===== config.mk =====
export PLATFORM = sky130hd
export DESIGN_NAME = gearbox_66_20_sched
export DESIGN_NICKNAME = d
export VERILOG_FILES = /design/src/rtl/gearbox_66_20_sched.sv
export SDC_FILE = /design/constraint.sdc
export NUM_CORES = 1
export LEC_CHECK = 0
export ABC_AREA = 1
export BUFFER_PORTS_ARGS = -buffer_cell sky130_fd_sc_hd__buf_2
export CAP_MARGIN = 30
export CORE_MARGIN = 1
export CORE_UTILIZATION = 55
export CTS_BUF_LIST = sky130_fd_sc_hd__clkbuf_4
export DETAILED_ROUTE_END_ITERATION = 6
export PLACE_DENSITY = 0.8
export SYNTH_ARGS = -nofsm -noshare
export SYNTH_HDL_FRONTEND = slang
export SYNTH_SLANG_ARGS = --single-unit

===== constraint.sdc =====
create_clock -name clk -period 4 [get_ports clk]
set_input_delay 0.8 -clock clk [delete_from_list [all_inputs] [get_ports clk]]
set_output_delay 0.8 -clock clk [all_outputs]
set_load 0.02 [all_outputs]

===== src/rtl/gearbox_66_20_sched.sv =====
// Transmit-side scheduler for the 66:20 gearbox: buffers encoder blocks, feeds the
// gearbox din register on each ack, sequences gearbox reset and watches ack cadence.
module gearbox_66_20_sched #(
  parameter int          DEPTH             = 4,
  parameter logic [65:0] IDLE_BLOCK        = 66'h79,
  parameter int          SCLR_CYCLES       = 4,
  parameter int          FIRST_ACK_TIMEOUT = 8,
  parameter int          LOCK_ACKS         = 10
) (
  input  logic        clk,
  input  logic        sclr,
  input  logic [65:0] in_data,
  input  logic        in_valid,
  output logic        in_ready,
  output logic [65:0] gb_din,
  input  logic        gb_din_ack,
  output logic        gb_sclr,
  output logic        idle_ins,
  output logic [15:0] idle_cnt,
  output logic        cadence_err,
  output logic        locked,
  output logic [1:0]  dbg_state
);

  localparam int AW    = (DEPTH > 1) ? $clog2(DEPTH) : 1;
  localparam int CNTW  = AW + 1;
  localparam int GMAX0 = (SCLR_CYCLES > FIRST_ACK_TIMEOUT) ? SCLR_CYCLES : FIRST_ACK_TIMEOUT;
  localparam int GMAX  = (GMAX0 > 5) ? GMAX0 : 5;
  localparam int GW    = $clog2(GMAX + 1);
  localparam int LW    = $clog2(LOCK_ACKS + 1);

  typedef enum logic [1:0] {
    ST_RST  = 2'd0,
    ST_WAIT = 2'd1,
    ST_RUN  = 2'd2
  } state_t;

  state_t            state_q, state_d;
  logic [GW-1:0]     gap_q, gap_d;
  logic [LW-1:0]     ack_cnt_q;
  logic [65:0]       mem_q [DEPTH];
  logic [AW-1:0]     wr_ptr_q, rd_ptr_q;
  logic [CNTW-1:0]   count_q;
  logic [65:0]       gb_din_q;
  logic              idle_ins_q;
  logic [15:0]       idle_cnt_q;
  logic              cadence_err_q;

  logic take;   // ack accepted: gb_din advances this edge
  logic fault;  // cadence violation detected this edge
  logic push, pop;

  // State register
  always_ff @(posedge clk) begin
    if (sclr) state_q <= ST_RST;
    else      state_q <= state_d;
  end

  // Next-state logic; gap_q doubles as the reset-pulse timer, first-ack timer and ack gap
  always_comb begin
    state_d = state_q;
    take    = 1'b0;
    fault   = 1'b0;
    case (state_q)
      ST_RST: begin
        if (gap_q == GW'(SCLR_CYCLES - 1)) state_d = ST_WAIT;
      end
      ST_WAIT: begin
        if (gb_din_ack) begin
          take    = 1'b1;
          state_d = ST_RUN;
        end else if (gap_q == GW'(FIRST_ACK_TIMEOUT - 1)) begin
          fault   = 1'b1;
          state_d = ST_RST;
        end
      end
      ST_RUN: begin
        if (gb_din_ack) begin
          if (gap_q < GW'(3)) begin
            fault   = 1'b1;
            state_d = ST_RST;
          end else begin
            take = 1'b1;
          end
        end else if (gap_q == GW'(4)) begin
          fault   = 1'b1;
          state_d = ST_RST;
        end
      end
      default: state_d = ST_RST;
    endcase
  end

  // Outputs. Handshake: a block transfers on every clk edge where in_valid && in_ready;
  // in_ready depends only on registered state and never on in_valid or gb_din_ack.
  always_comb begin
    gb_sclr   = (state_q == ST_RST);
    in_ready  = (count_q < CNTW'(DEPTH)) && (state_q != ST_RST);
    dbg_state = state_q;
  end

  assign push = in_valid && in_ready;
  assign pop  = take && (count_q != '0);

  always_comb begin
    gap_d = gap_q + GW'(1);
    if (fault || (state_q == ST_RST && state_d == ST_WAIT)) gap_d = '0;
    else if (take)                                          gap_d = GW'(1);
  end

  always_ff @(posedge clk) begin
    if (push) mem_q[wr_ptr_q] <= in_data;
  end

  always_ff @(posedge clk) begin
    if (sclr) begin
      gap_q         <= '0;
      ack_cnt_q     <= '0;
      wr_ptr_q      <= '0;
      rd_ptr_q      <= '0;
      count_q       <= '0;
      gb_din_q      <= IDLE_BLOCK;
      idle_ins_q    <= 1'b0;
      idle_cnt_q    <= '0;
      cadence_err_q <= 1'b0;
    end else begin
      gap_q      <= gap_d;
      idle_ins_q <= 1'b0;
      if (push) wr_ptr_q <= wr_ptr_q + AW'(1);
      if (pop)  rd_ptr_q <= rd_ptr_q + AW'(1);
      case ({push, pop})
        2'b10:   count_q <= count_q + CNTW'(1);
        2'b01:   count_q <= count_q - CNTW'(1);
        default: count_q <= count_q;
      endcase
      if (fault) begin
        cadence_err_q <= 1'b1;
        ack_cnt_q     <= '0;
        gb_din_q      <= IDLE_BLOCK;
      end else if (take) begin
        // The first ack after WAIT has no gap to judge, so only RUN acks count toward lock
        if (state_q == ST_RUN && ack_cnt_q != LW'(LOCK_ACKS)) ack_cnt_q <= ack_cnt_q + LW'(1);
        if (pop) begin
          gb_din_q <= mem_q[rd_ptr_q];
        end else begin
          gb_din_q   <= IDLE_BLOCK;
          idle_ins_q <= 1'b1;
          if (idle_cnt_q != 16'hFFFF) idle_cnt_q <= idle_cnt_q + 16'd1;
        end
      end
    end
  end

  assign gb_din      = gb_din_q;
  assign idle_ins    = idle_ins_q;
  assign idle_cnt    = idle_cnt_q;
  assign cadence_err = cadence_err_q;
  assign locked      = (ack_cnt_q == LW'(LOCK_ACKS));

endmodule


==> impl_metrics.tcl <==
set metrics [dict create \
    status "finished, final reports clean" \
    grt_setup_unrepaired "false" \
    n_fill_cell 1867 \
    ioPinCount 159 \
    nNetsFinal 1506 \
    tightest_slew_ps 814 \
    cp-end-kind "flip-flop" \
    cts-root-buf "clkbuf_4" \
    rows 58 \
    first_pass_iters 5 \
    power.static_leakage_nw 6.02 \
    r2r_setup_slack_ps 1280 \
    cts_setup_buffers 0 \
    dr_wl_met3_um 2410 \
    drt-met1-wl_um 12500 \
    start_kind "flip-flop" \
    ys_types 37 \
    cellPowerDensity_nw_per_um2 460 \
    fmaxAchievable_mhz 368 \
    max_stage_delay_ps 660 \
    totalWireLength_um 29800 \
    ant_nets 0 \
    critPathSlowestCell "nor2_4" \
    setup_tns_ps 0 \
    grt_pass1_wl_um 46800 \
    cpLargestDelayFamily "simple AND/OR/NAND/NOR gates" \
    gp_congestion 0.892 \
    path_clk_slew_ps 80 \
    h-tree-depth 3 \
    via_count 10000 \
    cts-buffers-inserted 89 \
    port_buffers 158 \
    gr-total-overflow 0 \
    antenna_found_initial 9 \
    die_w_um 162 \
    synth_async_sr_flop_share_pct 0 \
    drtIter0Drc 1008 \
    synth_area_per_cell_um2 11.5 \
    cts_resized 0 \
    cts_buffer_depth 3 \
    synth_seq_area_share_pct 70.6 \
    grt_pass1_vias 9632 \
    areaGrowthSynthToFinish_pct 15.8 \
    routed.top_layer "met5" \
    avgViaCountPerCell 5.46 \
    hpwl_um 17400 \
    finClkSkew_ps 65.0 \
    fp.coreArea_um2 25200 \
    clkLatencyLatePin_ps 730 \
    fin_crit_ps 2720 \
    setup_viol 0 \
    grtUsageTotal_pct 22.7 \
    grt_max_degree 72 \
    synth_edf_count 264 \
    cts_tree "yes" \
    maxCapViolations 0 \
    crit_chain "inv_1 -> ha_1 -> nor2_1 -> nand2_1 -> nor2_4 -> buf_4" \
    ys_warn_count 0 \
    critPathBufInv 2 \
    slew_violations 0 \
    synth_nets 1311 \
    cts_sinks 367 \
    routedWlPerCell_um 16.3 \
    min_path_type "input pin to flip-flop" \
    syn_area_um2 14200 \
    wl_met2_um 14300 \
    ys_seq_elements 367 \
    ir_drop_mv 0.293 \
    arrival_ps 3050 \
    post-route-util_pct 65.1 \
    die_h_um 162 \
    fin_crit_sh_pct 67.9 \
    total_power_mw 7.54 \
    drc_errors 0 \
    synth_flop_cell "edfxtp_1" \
    slew_headroom_pct 45.7 \
    crit_required_ps 4340 \
    initial_core_util_pct 56.2 \
    crit_type "flip-flop to flip-flop" \
    layout-drive-gt1-share_pct 23.2 \
    timing.critical_path.fanout_max 27 \
    synthCells 1226 \
    final-hold-violation-count 0 \
    ctsHoldBuffers 0 \
    die_area_um2 26400 \
]
sequential cells by signal, indices dropped and copies added (netlist names), named ones only:
register and flops:
rd_ptr_q 2, ack_cnt_q 4, cadence_err 1, count_q 3, wr_ptr_q 2, gap_q 4
idle_cnt 16, dbg_state 2, gb_din 66, mem_q 264, idle_ins 1
synthesized netlist by cell type (3+ instances only):
cell type / count / share of area [%]
a21oi_1: 92 / 3.3
buf_1: 4 / 0.11
buf_2: 17 / 0.60
buf_6: 8 / 0.64
clkbuf_1: 36 / 0.95
dfxtp_1: 103 / 15
edfxtp_1: 264 / 56
ha_1: 14 / 1.2
inv_1: 40 / 1.1
inv_2: 3 / 0.080
nand2_1: 199 / 5.3
nand2_2: 5 / 0.22
nand2_4: 3 / 0.24
nand3_1: 29 / 1.0
nand3_2: 3 / 0.21
nor2_1: 161 / 4.3
nor3_1: 5 / 0.18
o211ai_1: 3 / 0.16
o21ai_0: 125 / 4.4
o21ai_1: 19 / 0.67
o22ai_1: 61 / 2.7
xnor2_1: 5 / 0.31
xor2_1: 7 / 0.43
cell type report:
| class | count | area (µm²) | area share, % |
|---|---|---|---|
| diodes | 6 | 15.0 | 0.0916 |
| inverters | 43 | 164 | 1.00 |
| well taps | 330 | 413 | 2.52 |
| multi-input cells | 748 | 3690 | 22.5 |
| flip-flops and latches | 367 | 9990 | 61.0 |
| repair buffers | 172 | 933 | 5.69 |
| clock inverters | 31 | 175 | 1.07 |
| clock buffers | 134 | 1010 | 6.14 |
worst paths after layout:
path	start	end	depth (start not counted)
hold / removal	in_data[25]	mem_q[2][25]	1
hold reg to reg	cadence_err	cadence_err	2
setup / recovery	dbg_state[0]	mem_q[3][4]	6
setup reg to reg	dbg_state[0]	mem_q[3][4]	6
through the flow:
stage | setup slack, ps | cells | area (µm²) | hold slack, ps
after floorplan | -825 | 1226 | 14200 | 454
after global placement | 1330 | 1659 | 15200 | 448
after detailed placement | 1230 | 1660 | 15200 | 450
after CTS | 1230 | 1825 | 16400 | 224
after global routing | 1030 | 1829 | 16400 | 231
final | 1280 | 1831 | 16400 | 290
cells by family after synthesis:
logic type / count (synthesis) / share of synthesized area, %
adder cells (fa/ha/maj): 15 / 1.38
buffers and inverters: 111 / 3.58
flip-flops: 367 / 70.6
AND/OR/NAND/NOR: 416 / 12.2
XOR/XNOR: 12 / 0.742
AO/OA/AOI/OAI: 305 / 11.5
layout by cell type, fill, tap and decap left out, drive strengths merged, types with 7 or more instances in the layout:
cell and n:
edfxtp 264, nand2 207, buf 172, nor2 166
o21ai 144, clkbuf 134, dfxtp 103, a21oi 92
o22ai 61, inv 46, nand3 33, clkinv 26
ha 14, xor2 7
metal layers:
| layer | vias to the layer above | global-route usage, % |
|---|---|---|
| li1 | 4774 | - |
| met1 | 4754 | 29.1 |
| met2 | 413 | 36.3 |
| met3 | 56 | 5.86 |
| met4 | 6 | 10.9 |
| met5 | - | 0 |
where the power goes:
group | total, mW | internal, mW | switching [mW] | leakage (nW)
Clock | 3.06 | 1.62 | 1.44 | 0.701
Combinational | 0.302 | 0.0955 | 0.206 | 2.11
Sequential | 4.17 | 4.15 | 0.0275 | 3.21
Total | 7.54 | 5.86 | 1.68 | 6.02
(Power assumes the default switching activity.)
